==> src/rtl/spi_fsm_pkg.sv <==
// Shared types and constants for the SPI peripheral control FSM.
// Holds the state encoding, default sizing and the state-to-enable decode.
package spi_fsm_pkg;

    localparam int   DEF_WIDTH = 8;
    localparam int   DEF_CNT_W = 4;
    localparam logic RW_READ   = 1'b1;

    typedef enum logic [2:0] {
        IDLE       = 3'd0,
        GET_ADDR   = 3'd1,
        GOT_ADDR   = 3'd2,
        READ_LOAD  = 3'd3,
        READ_SHIFT = 3'd4,
        WRITE_GET  = 3'd5,
        WRITE_DM   = 3'd6,
        DONE       = 3'd7
    } stateT;

    typedef struct packed {
        logic srWe;
        logic addrWe;
        logic dmWe;
        logic misoBufe;
        logic busy;
    } fsmOutT;

    // Moore decode: the enables depend on the current state alone.
    function automatic fsmOutT decodeState(input stateT s);
        fsmOutT o;
        o      = '0;
        o.busy = (s != IDLE);
        case (s)
            GOT_ADDR:   o.addrWe   = 1'b1;
            READ_LOAD:  o.srWe     = 1'b1;
            READ_SHIFT: o.misoBufe = 1'b1;
            WRITE_DM:   o.dmWe     = 1'b1;
            default:    ;
        endcase
        return o;
    endfunction

endpackage

==> src/rtl/spi_fsm_bit_counter.sv <==
// Bit counter for the SPI control FSM.
// A synchronous clear takes priority over an increment.
module bit_counter
    import spi_fsm_pkg::*;
#(
    parameter int CNT_W = DEF_CNT_W
) (
    input  logic             clk,
    input  logic             rst_n,
    input  logic             clr,
    input  logic             inc,
    output logic [CNT_W-1:0] count
);

    // NOTE: sequential state is updated with <= so every flop samples
    // pre-edge values; the async reset gives a known value without a clock.
    always_ff @(posedge clk or negedge rst_n) begin
        if (!rst_n) begin
            count <= '0;
        end else if (clr) begin
            count <= '0;
        end else if (inc) begin
            count <= count + CNT_W'(1);
        end
    end

endmodule

==> src/rtl/spi_fsm.sv <==
// Control FSM of the SPI memory peripheral: generates shift-register load,
// address latch, data-memory write and MISO buffer enables from SCLK edges.
module spi_fsm
    import spi_fsm_pkg::*;
#(
    parameter int WIDTH = DEF_WIDTH,
    parameter int CNT_W = DEF_CNT_W
) (
    input  logic clk,
    input  logic rst_n,
    input  logic cs_n,
    input  logic sclk_pos,
    input  logic sclk_neg,
    input  logic rw_bit,
    output logic sr_we,
    output logic addr_we,
    output logic dm_we,
    output logic miso_bufe,
    output logic busy
);

    localparam logic [CNT_W-1:0] LAST_BIT = CNT_W'(WIDTH - 1);

    stateT            state;
    stateT            nextState;
    logic             cntClr;
    logic             cntInc;
    logic [CNT_W-1:0] count;
    fsmOutT           outs;

    bit_counter #(.CNT_W(CNT_W)) bitCnt (
        .clk   (clk),
        .rst_n (rst_n),
        .clr   (cntClr),
        .inc   (cntInc),
        .count (count)
    );

    always_ff @(posedge clk or negedge rst_n) begin
        if (!rst_n) begin
            state <= IDLE;
        end else begin
            state <= nextState;
        end
    end

    // NOTE: every signal written here gets a default first, so no path
    // through the case can leave one unassigned and infer a latch.
    always_comb begin
        nextState = state;
        cntClr    = 1'b0;
        cntInc    = 1'b0;
        if (state != IDLE && cs_n) begin
            // Deselect overrides terminal count and every other transition.
            nextState = IDLE;
            cntClr    = 1'b1;
        end else begin
            case (state)
                IDLE: begin
                    cntClr = 1'b1;
                    if (!cs_n) begin
                        nextState = GET_ADDR;
                    end
                end
                GET_ADDR: begin
                    if (sclk_pos) begin
                        if (count == LAST_BIT) begin
                            nextState = GOT_ADDR;
                            cntClr    = 1'b1;
                        end else begin
                            cntInc = 1'b1;
                        end
                    end
                end
                GOT_ADDR: begin
                    nextState = (rw_bit == RW_READ) ? READ_LOAD : WRITE_GET;
                end
                READ_LOAD: begin
                    nextState = READ_SHIFT;
                end
                READ_SHIFT: begin
                    // Data leaves on falling edges while MISO is driven.
                    if (sclk_neg) begin
                        if (count == LAST_BIT) begin
                            nextState = DONE;
                            cntClr    = 1'b1;
                        end else begin
                            cntInc = 1'b1;
                        end
                    end
                end
                WRITE_GET: begin
                    if (sclk_pos) begin
                        if (count == LAST_BIT) begin
                            nextState = WRITE_DM;
                            cntClr    = 1'b1;
                        end else begin
                            cntInc = 1'b1;
                        end
                    end
                end
                WRITE_DM: begin
                    nextState = DONE;
                end
                DONE: begin
                    nextState = DONE;
                end
                default: begin
                    nextState = IDLE;
                    cntClr    = 1'b1;
                end
            endcase
        end
    end

    always_comb begin
        outs = decodeState(state);
    end

    assign sr_we     = outs.srWe;
    assign addr_we   = outs.addrWe;
    assign dm_we     = outs.dmWe;
    assign miso_bufe = outs.misoBufe;
    assign busy      = outs.busy;

endmodule

==> config.mk <==
export PLATFORM = sky130hd
export DESIGN_NAME = spi_fsm
export DESIGN_NICKNAME = d
export VERILOG_FILES = /design/src/rtl/spi_fsm_pkg.sv /design/src/rtl/spi_fsm_bit_counter.sv /design/src/rtl/spi_fsm.sv
export SDC_FILE = /design/constraint.sdc
export NUM_CORES = 1
export LEC_CHECK = 0
export ABC_AREA = 0
export CAP_MARGIN = 0
export CORE_AREA = 2 2 39 41
export CTS_CLUSTER_DIAMETER = 100
export CTS_CLUSTER_SIZE = 28
export DETAILED_ROUTE_END_ITERATION = 12
export DIE_AREA = 0 0 41 43
export PLACE_DENSITY = 0.59
export SETUP_SLACK_MARGIN = 0.05
export SYNTH_ARGS = -nofsm -noshare
export SYNTH_HDL_FRONTEND = slang
export SYNTH_SLANG_ARGS = --single-unit
export TNS_END_PERCENT = 1
==> constraint.sdc <==
create_clock -name clk -period 2.4 [get_ports clk]
set_input_delay 0.48 -clock clk [delete_from_list [all_inputs] [get_ports clk]]
set_output_delay 0.48 -clock clk [all_outputs]
set_load 0.02 [all_outputs]
==> metrics <==
outcome finished clean; first-pass GRT wire length approximately 1.6 mm; GR Util met1 between 10% and 20%; H-tree levels 1; Max Cap Viol 0; Syn Inst Count between 50 and 60; Syn-to-layout area delta 25.3%; Clock Latency Late Sink 250 ps; ys async rst share 100%; Die ar. around 1800 µm²; Net Count, Synth 62; Final Max Slew Viols 0; Synth Flop Type dfrtp_1; Vias per Instance around 5.3; Compound-Gate Fraction of Synth Area about a quarter; DRT Wirelength about 1.0 mm; critical path type reg -> out; highest clock rate 470 MHz; Setup Viol. Count Final 0; Core Box Area ~1400 µm²; busiest grt layer met2; # fillers between 150 and 200; Ys Warns 0; CP Launch Point state[2]; Worst path top cell family by delay buffers and inverters; leading area contributor after synthesis dfrtp_1; critical path buffer and inverter count 1; WL/cell around 12 µm; Syn Area/Cell between 9 and 10 µm²; crit path DAT 1650 ps; CP required about 1900 ps; Ports 11; Placed Area 604 µm²; largest family of logic cells by synthesized area simple AND/OR/NAND/NOR gates; fin nets 74; P_leak roughly 0.27 nW; CTS tree built; count of different cell masters after synthesis 29; Global Route met3 Usage ~1.6%; cells taking the most area after synthesis dfrtp_1 35%, a21oi_1 6.0%, nor3b_1 4.5%, a211oi_4 4.0%, nand3b_4 4.0%; simple-gate share of the synthesized area between 20 and 30%; Pre-antenna DRT Iters 3; Power Dens Cells ~420 nW/µm²; #FFs+latches synth 7; Final Hold Vio Count 0; Root Driver clkbuf_4; initial antenna violation count 0; tightest slew margin relative to the limit 65.9%; std cell rows 14; period utilization between 80% and 90%; mapped cell area approximately 500 µm²; largest net degree at the start of global routing 14; RSZ-0062 raised after global routing no; Worst Max-Slew Pin Slew 512 ps; post-route cell area 632 µm²; clk buf depth 2; layout cells sized above 1 ~12%; Inst Count DP 78; dpl hpwl around 770 µm; Post-synth EDFFs 0; vias in the first global route about 400; sequential area share after synthesis between 30% and 40%; gr ovfl total 0; Worst Path Max Fanout 10; post-synthesis mux area share around 2%; count leader, synth dfrtp_1; CTS Sinks 7; met2 usage 22.5%; crit end category primary output; Initial Utilization 36.4%; DR DRC count 0; Worst-path clk slew 50 ps; Ant. Diodes 0; final cell count without fillers 82; Clock Skews between 1.5 and 2 ps; CTS Buf Count 3; Post-CTS Setup Inserts 0; gp weighted congestion roughly 0.68; IO buf count 10; Die Height roughly 43 µm; Max IR drop VDD around 0.26 mV; Synth top area share 34.7%; setup tns final 0 ps; fin crit period roughly 2100 ps; nature of the critical path startpoint register; Worst path max stage delay ~630 ps; FF+latch area approximately 180 µm²; synth cell count leaders 7 x dfrtp_1, 6 x a21oi_1, 5 x nand2_1; total power 0.268 mW; width of the die 41 µm; critical path cell sequence nor3b_1 > clkdlybuf4s50_1; initial DRC count 4; Hold Path Class in -> async; Antenna Nets Post-Route 0; routed via count about 430; multi-input logic area 302 µm²; Worst path slowest cell clkdlybuf4s50_1; Synth Area in Adders around 2.5%; GR Util All Layers a little over an eighth; reg2reg start bitCnt.count[0]; post-synthesis xor/xnor area fraction 0%
==> layer usage <==
metal	part of all wire, %	wire length (µm)
met1	45	458
met4	1.1	11
met3	2.6	26
met5	0	0
met2	51	523
==> state kept, by name, indices dropped and copies added (netlist names) <==
| signal | count |
|---|---|
| state | 3 |
| bitCnt.count | 4 |
==> cell families after synthesis <==
logic type / count (synthesis)
adder cells (fa/ha/maj): 1
multiplexers: 1
AO/OA/AOI/OAI: 18
flip-flops: 7
buffers and inverters: 5
AND/OR/NAND/NOR: 23
==> power breakdown <==
group | leakage (nW) | internal (mW) | total [mW] | switching, mW
Sequential | 0.0943 | 0.120 | 0.124 | 0.00445
Clock | 0.0150 | 0.0634 | 0.106 | 0.0422
Combinational | 0.158 | 0.0199 | 0.0385 | 0.0186
Total | 0.268 | 0.203 | 0.268 | 0.0652
==> placed cells by master (no fill, tap or decap), drive strengths merged <==
cell / instances
nor3: 1
nor3b: 3
and3: 1
nand3b: 1
a21o: 1
nor2b: 2
a211oi: 3
a31o: 2
and3b: 2
ha: 1
clkdlybuf4s50: 10
nand2: 5
nand2b: 3
o21ai: 2
dfrtp: 7
nand4: 1
clkbuf: 4
mux2i: 1
or2: 1
nor2: 3
inv: 2
a221o: 1
a31oi: 2
a21oi: 6
o21a: 1
==> final cells by class <==
cell class | instances | area share (%)
multi-input combinational | 43 | 47.7
timing repair buffer | 10 | 15.8
clock buffer | 4 | 4.16
inverter | 2 | 1.19
sequential | 7 | 27.9
tap | 16 | 3.17
==> stage by stage <==
stage          hold WS [ps]  worst slack (ps)  utilization, %
2_1_floorplan           184               848               -
3_3_place_gp            513               456            43.7
3_5_place_dp            518               455            43.7
4_1_cts                 494               180            45.6
5_1_grt                 516               147            45.7
6_report                490               273            45.7
==> path summary, 6_finish.rpt <==
check | to | slack (ps) | cells after the start
worst max-delay path | miso_bufe | 270 | 2
worst min-delay path | bitCnt.count[2] | 490 | 1
worst max register to register | bitCnt.count[0] | 850 | 5
worst min register to register | bitCnt.count[2] | 520 | 1
max in group asynchronous | state[1] | 1650 | 1
min in group clk | bitCnt.count[2] | 520 | 1
==> what timing repair did <==
item                       4_1_cts  5_1_grt
hold buffers                     0        0
setup endpoints to repair        0        1
gates resized for setup          0        1
Note: power is estimated with default switching activity, not from simulation.
==> edit 1: new RTL, same flow settings <==
Set the package constant `DEF_CNT_W` to 3 (it was 4).
--- a/src/rtl/spi_fsm_pkg.sv
+++ b/src/rtl/spi_fsm_pkg.sv
@@ -5,3 +5,3 @@
     localparam int   DEF_WIDTH = 8;
-    localparam int   DEF_CNT_W = 4;
+    localparam int   DEF_CNT_W = 3;
     localparam logic RW_READ   = 1'b1;
Function: same outputs for any inputs over 10 cycles, from zero or initial values and one cycle with rst_n low; that may be too few to reach the edited logic, so the function may still have changed.
==> edit 1 against the unedited design <==
- count of clock-buffer cells in the layout fell by 1
- die area did not move
- sequential share of layout area fell by 0.91 points
- clock power fell by 10%
- register-to-register slack got worse by 0.06 ns
- design area fell by 11%
- power fell by 14%
- routed wire length fell by 8.4%
- via count fell by 7.4%
- setup slack got worse by 0.072 ns
- synthesized cell count fell by 9.1%
- sequential cell count fell by 1
- synthesized area fell by 13%
==> edit 1: results (changes against the unedited design) <==
| Metric | Value |
|---|---|
| Initial DRC count | `7 (was 4)` |
| CP Capture Point | `busy (was miso_bufe)` |
| Largest net degree at the start of global routing | `11 (was 14)` |
| Dpl cells | `73 (was 78)` |
| Placed inst area | `536.8 um2 (was 604.3 um2)` |
| Crit. Startpoint | `state[1]$_DFFE_PN0P_ (was state[2]$_DFFE_PN0P_)` |
| Seq/Total Area, Yosys | `0.3438 (was 0.3474)` |
| Post-Layout Cell Count | `76 (was 82)` |
| Most area-consuming cells after synthesis | `dfrtp_1 34%, o311ai_4 6.0%, ha_1 5.7%, nor2b_1 4.3%, inv_1 3.4% (was dfrtp_1 35%, a21oi_1 6.0%, nor3b_1 4.5%, a211oi_4 4.0%, nand3b_4 4.0%)` |
| Status | `finished, final reports clean (unchanged)` |
| Worst Skew | `0.004867 ns (was 0.001546 ns)` |
| Overall Global Routing Usage | `0.1280 (was 0.1341)` |
| Mapped Nets | `58 (was 62)` |
| Vias in the first global route | `376 (was 402)` |
| Synth Area in XOR/XNOR | `0.02006 (was 0)` |
| Routed Wire Length | `933 um (was 1019 um)` |
| Share of cells above drive strength 1 | `0.1333 (was 0.1212)` |
| Worst-path clk slew | `0.05 ns (about the same)` |
| Vias | `402 (was 434)` |
| Worst vdd ir | `0.1985 mV (was 0.2555 mV)` |
| Synth cell count leaders | `6 x dfrtp_1, 4 x inv_1, 4 x nand2_1, 4 x nor2_1, 3 x nor2b_1 (was 7 x dfrtp_1, 6 x a21oi_1, 5 x nand2_1)` |
| Fin nets | `70 (was 74)` |
| Post-Synth Adder-Cell Area | `0.05731 (was 0.02481)` |
| First-pass GRT wire length | `1538 um (was 1607 um)` |
| Most used DFF post-synth | `dfrtp_1 (unchanged)` |
| DP HPWL | `727.6 um (was 765.6 um)` |
| Synth Area in Compound Gates | `0.2464 (was 0.2581)` |
| Top Registers | `bitCnt.count: 3 flops, state: 3 flops (was bitCnt.count: 4 flops, state: 3 flops)` |
| Reg-to-reg endpoint | `bitCnt.count[2]$_DFFE_PN0P_ (was bitCnt.count[0]$_DFFE_PN0P_)` |
| WP data arrival | `1.72 ns (was 1.65 ns)` |
| Synth cell types | `27 (was 29)` |
| Mean area per synthesized cell | `8.733 um2 (was 9.168 um2)` |
| Hold Crit Class | `in2async (unchanged)` |
| Routability cong. | `0.6761 (was 0.6825)` |
| P_leak | `0.2360 nW (was 0.2676 nW)` |
| Slew @ Worst Pin | `0.3549 ns (was 0.5122 ns)` |
edit 1: metrics by stage:
step           hold WS, ns  setup WS, ns
2_1_floorplan       0.1844        0.8925
3_3_place_gp        0.5462        0.4254
3_5_place_dp        0.5616        0.4220
4_1_cts             0.4801        0.1524
5_1_grt             0.4955        0.1513
6_report            0.4762        0.2005
edit 1: cell families (layout without fill, tap and decap cells):
kind of cell,count (synthesis),count (layout)
AND/OR/NAND/NOR,21,21
adder cells (fa/ha/maj),2,2
XOR/XNOR,1,1
flip-flops,6,6
buffers and inverters,7,17
AO/OA/AOI/OAI,13,13
edit 1: power breakdown:
group / internal [W] / leakage, nW / switching [W]
logic: 0.0000152 / 0.143 / 0.0000141
registers: 0.000103 / 0.0796 / 0.00000243
clock network: 0.0000567 / 0.0138 / 0.0000383
total: 0.000175 / 0.236 / 0.0000549
edit 1: final cells by class:
class                           count  area [um2]
Clock buffer                        3       22.52
Fill cell                         140       823.3
Multi-Input combinational cell     37       251.5
Timing Repair Buffer               10       100.1
Sequential cell                     6       151.4
Tap cell                           16       20.02
Inverter                            4       15.01
edit 1: critical path: stages (launching register included):
cell and delay (ns):
dfrtp_2 0.47, or3_1 0.45, clkdlybuf4s50_1 0.56
edit 1: metal layers:
metal / part of all wire / global-route usage / wire [um] / vias to the layer above
met2: 0.48 / 0.2156 / 445 / 11
li1: - / - / - / 201
met4: 0 / 0.02000 / 0 / 0
met5: 0 / 0 / 0 / -
met1: 0.45 / 0.1498 / 423 / 190
met3: 0.069 / 0.04712 / 64 / 0
==> edit 2: new RTL, same settings <==
Made on the original files. Re-encode `stateT` (8 states) as Gray code, 3 bits wide.
--- a/src/rtl/spi_fsm_pkg.sv
+++ b/src/rtl/spi_fsm_pkg.sv
@@ -9,10 +9,10 @@
     typedef enum logic [2:0] {
-        IDLE       = 3'd0,
-        GET_ADDR   = 3'd1,
-        GOT_ADDR   = 3'd2,
-        READ_LOAD  = 3'd3,
-        READ_SHIFT = 3'd4,
-        WRITE_GET  = 3'd5,
-        WRITE_DM   = 3'd6,
-        DONE       = 3'd7
+        IDLE       = 3'b000,
+        GET_ADDR   = 3'b001,
+        GOT_ADDR   = 3'b011,
+        READ_LOAD  = 3'b010,
+        READ_SHIFT = 3'b110,
+        WRITE_GET  = 3'b111,
+        WRITE_DM   = 3'b101,
+        DONE       = 3'b100
     } stateT;
Behaviour: same outputs for any inputs over 10 cycles, from zero or initial values and one cycle with rst_n low; not proved beyond that.
==> edit 2 against the unedited design <==
- sequential cell count did not move
- fmax is 1.2% lower
- count of clock-buffer cells in the layout stayed put
- die area unchanged
- setup slack got worse by 0.027 ns
- synthesized area down 7.9%
- core utilization decreased by 4.0 points
- cell count fell by 6.1%
- global-route usage is 0.65 points lower
- power shrank 0.57%
- routed wire length decreased by 11%
- clock skew down 0.00051 ns
- design area decreased by 8.7%
- largest cell class unchanged
==> edit 2: results (changes against the unedited design) <==
| Metric | Value |
|---|---|
| Status | `finished, final reports clean (unchanged)` |
| Largest net degree at the start of global routing | `11 (was 14)` |
| DP Worst Slack | `0.5246 ns (was 0.4551 ns)` |
| CP peak stage delay | `0.60 ns (was 0.63 ns)` |
| # port buffers | `10 (unchanged)` |
| Number of fill cells | `147 (was 151)` |
| Max Used Layer | `met4 (unchanged)` |
| Most area-consuming cells after synthesis | `dfrtp_1 38%, buf_6 7.3%, mux2i_1 6.5%, nand2_1 6.5%, nor2_1 6.5% (was dfrtp_1 35%, a21oi_1 6.0%, nor3b_1 4.5%, a211oi_4 4.0%, nand3b_4 4.0%)` |
| Post-cts sizing count | `0 (unchanged)` |
| Mapped Nets | `57 (was 62)` |
| FFs w/ async S/R, synth | `1.000 (unchanged)` |
| Warnings, synthesis | `0 (unchanged)` |
| Avg WL per Cell | `11.73 um (was 12.43 um)` |
| Slowest cell on the critical path | `clkdlybuf4s50_1 (unchanged)` |
| Routability cong. | `0.7501 (was 0.6825)` |
| DP HPWL | `619.1 um (was 765.6 um)` |
| Top Registers | `bitCnt.count: 4 flops, state: 3 flops (unchanged)` |
| P_leak | `0.2593 nW (was 0.2676 nW)` |
| Clk buf depth | `2 (unchanged)` |
| TritonRoute pass-1 iters | `3 (unchanged)` |
| H-tree depth | `1 (unchanged)` |
| WP data arrival | `1.67 ns (was 1.65 ns)` |
| Max-slew headroom | `0.7617 (was 0.6585)` |
| M1 WL | `455 um (was 458 um)` |
| Overall Global Routing Usage | `0.1277 (was 0.1341)` |
| Vias | `388 (was 434)` |
| Routed met3 length | `36 um (was 26 um)` |
| Clk root buf | `clkbuf_4 (unchanged)` |
| Worst Skew | `0.001040 ns (was 0.001546 ns)` |
| Met2 wire len | `388 um (was 523 um)` |
| Hold Crit Class | `in2async (unchanged)` |
| Synth cell types | `24 (was 29)` |
| N_diodes | `0 (unchanged)` |
| Initial antenna violation count | `0 (unchanged)` |
| Synth cell count leaders | `8 x nand2_1, 8 x nor2_1, 7 x dfrtp_1 (was 7 x dfrtp_1, 6 x a21oi_1, 5 x nand2_1)` |
| First-pass GRT wire length | `1504 um (was 1607 um)` |
| Post-Layout Cell Count | `77 (was 82)` |
| Seq/Total Area, Yosys | `0.3774 (was 0.3474)` |
| Fin nets | `69 (was 74)` |
| Share of cells above drive strength 1 | `0.1148 (was 0.1212)` |
| Worst vdd ir | `0.1870 mV (was 0.2555 mV)` |
| Dpl cells | `73 (was 78)` |
| Crit path max fanout | `10 (unchanged)` |
| Vias in the first global route | `355 (was 402)` |
| CTS Buf Count | `3 (unchanged)` |
| Clock Latency Late Sink | `0.26 ns` |
| Initial DRC count | `6 (was 4)` |
| Worst-path clk slew | `0.06 ns` |
| Setup bufs post-CTS | `0 (unchanged)` |
| Synth Instances | `50 (was 55)` |
| CP top delay family | `buffers and inverters (unchanged)` |
==> edit 2: changes by cell type in the layout (fill, tap and decap cells not counted), moves of 2 or more <==
cell	unedited run	this run
a21oi_1	6	1
nor2_1	3	8
nand2_1	5	8
a31o_1	2	0
mux2i_1	1	3
nand2b_1	3	1
nor2b_1	2	0
nor3b_1	3	1
==> edit 2: per-layer routing <==
metal,vias to the layer above,track usage
met4,0,0.08000
met2,11,0.1719
li1,198,-
met3,3,0.03141
met5,-,0
met1,176,0.1755
==> edit 2: area by class of cell <==
class                   count  area [um2]  area share
repair buffers             10       100.1      0.1735
inverters                   2       7.507     0.01302
flip-flops and latches      7       175.2      0.3037
clock buffers               4       26.28     0.04555
multi-input cells          38       247.7      0.4295
well taps                  16       20.02     0.03471
==> edit 2: power breakdown <==
group,switching [W],internal (W)
sequential,0.00000418,0.000120
clock,0.0000486,0.0000638
combinational,0.0000136,0.0000163
total,0.0000664,0.000200
==> edit 2: cell families after synthesis <==
| logic type | after synthesis | share of synthesized area |
|---|---|---|
| xor+xnor | 1 | 0.01887 |
| flops | 7 | 0.3774 |
| fa+ha+maj | 1 | 0.02695 |
| simple gates | 25 | 0.2912 |
| buf+inv | 5 | 0.08895 |
| compound gates | 7 | 0.1078 |
| mux | 4 | 0.08895 |
==> edit 2: path summary, 6_finish.rpt <==
check / slack [ns] / startpoint / end / cells past startpoint
min in group clk: 0.54 / bitCnt.count[3]$_DFFE_PN0P_ / bitCnt.count[3]$_DFFE_PN0P_ / 2
min reg2reg: 0.54 / bitCnt.count[3]$_DFFE_PN0P_ / bitCnt.count[3]$_DFFE_PN0P_ / 2
max in group asynchronous: 1.67 / rst_n / bitCnt.count[2]$_DFFE_PN0P_ / 1
max: 0.25 / state[2]$_DFFE_PN0P_ / miso_bufe / 2
min: 0.49 / rst_n / bitCnt.count[0]$_DFFE_PN0P_ / 1
max reg2reg: 0.91 / bitCnt.count[0]$_DFFE_PN0P_ / bitCnt.count[3]$_DFFE_PN0P_ / 4
==> edit 2: stage by stage <==
step           utilization  total power, W  cell area (um2)
2_1_floorplan            -       0.0001417            464.2
3_3_place_gp        0.3978       0.0001569            550.5
3_5_place_dp        0.3978       0.0001570            550.5
4_1_cts             0.4168       0.0002711            576.8
5_1_grt             0.4168       0.0002827            576.8
6_report            0.4168       0.0002669            576.8
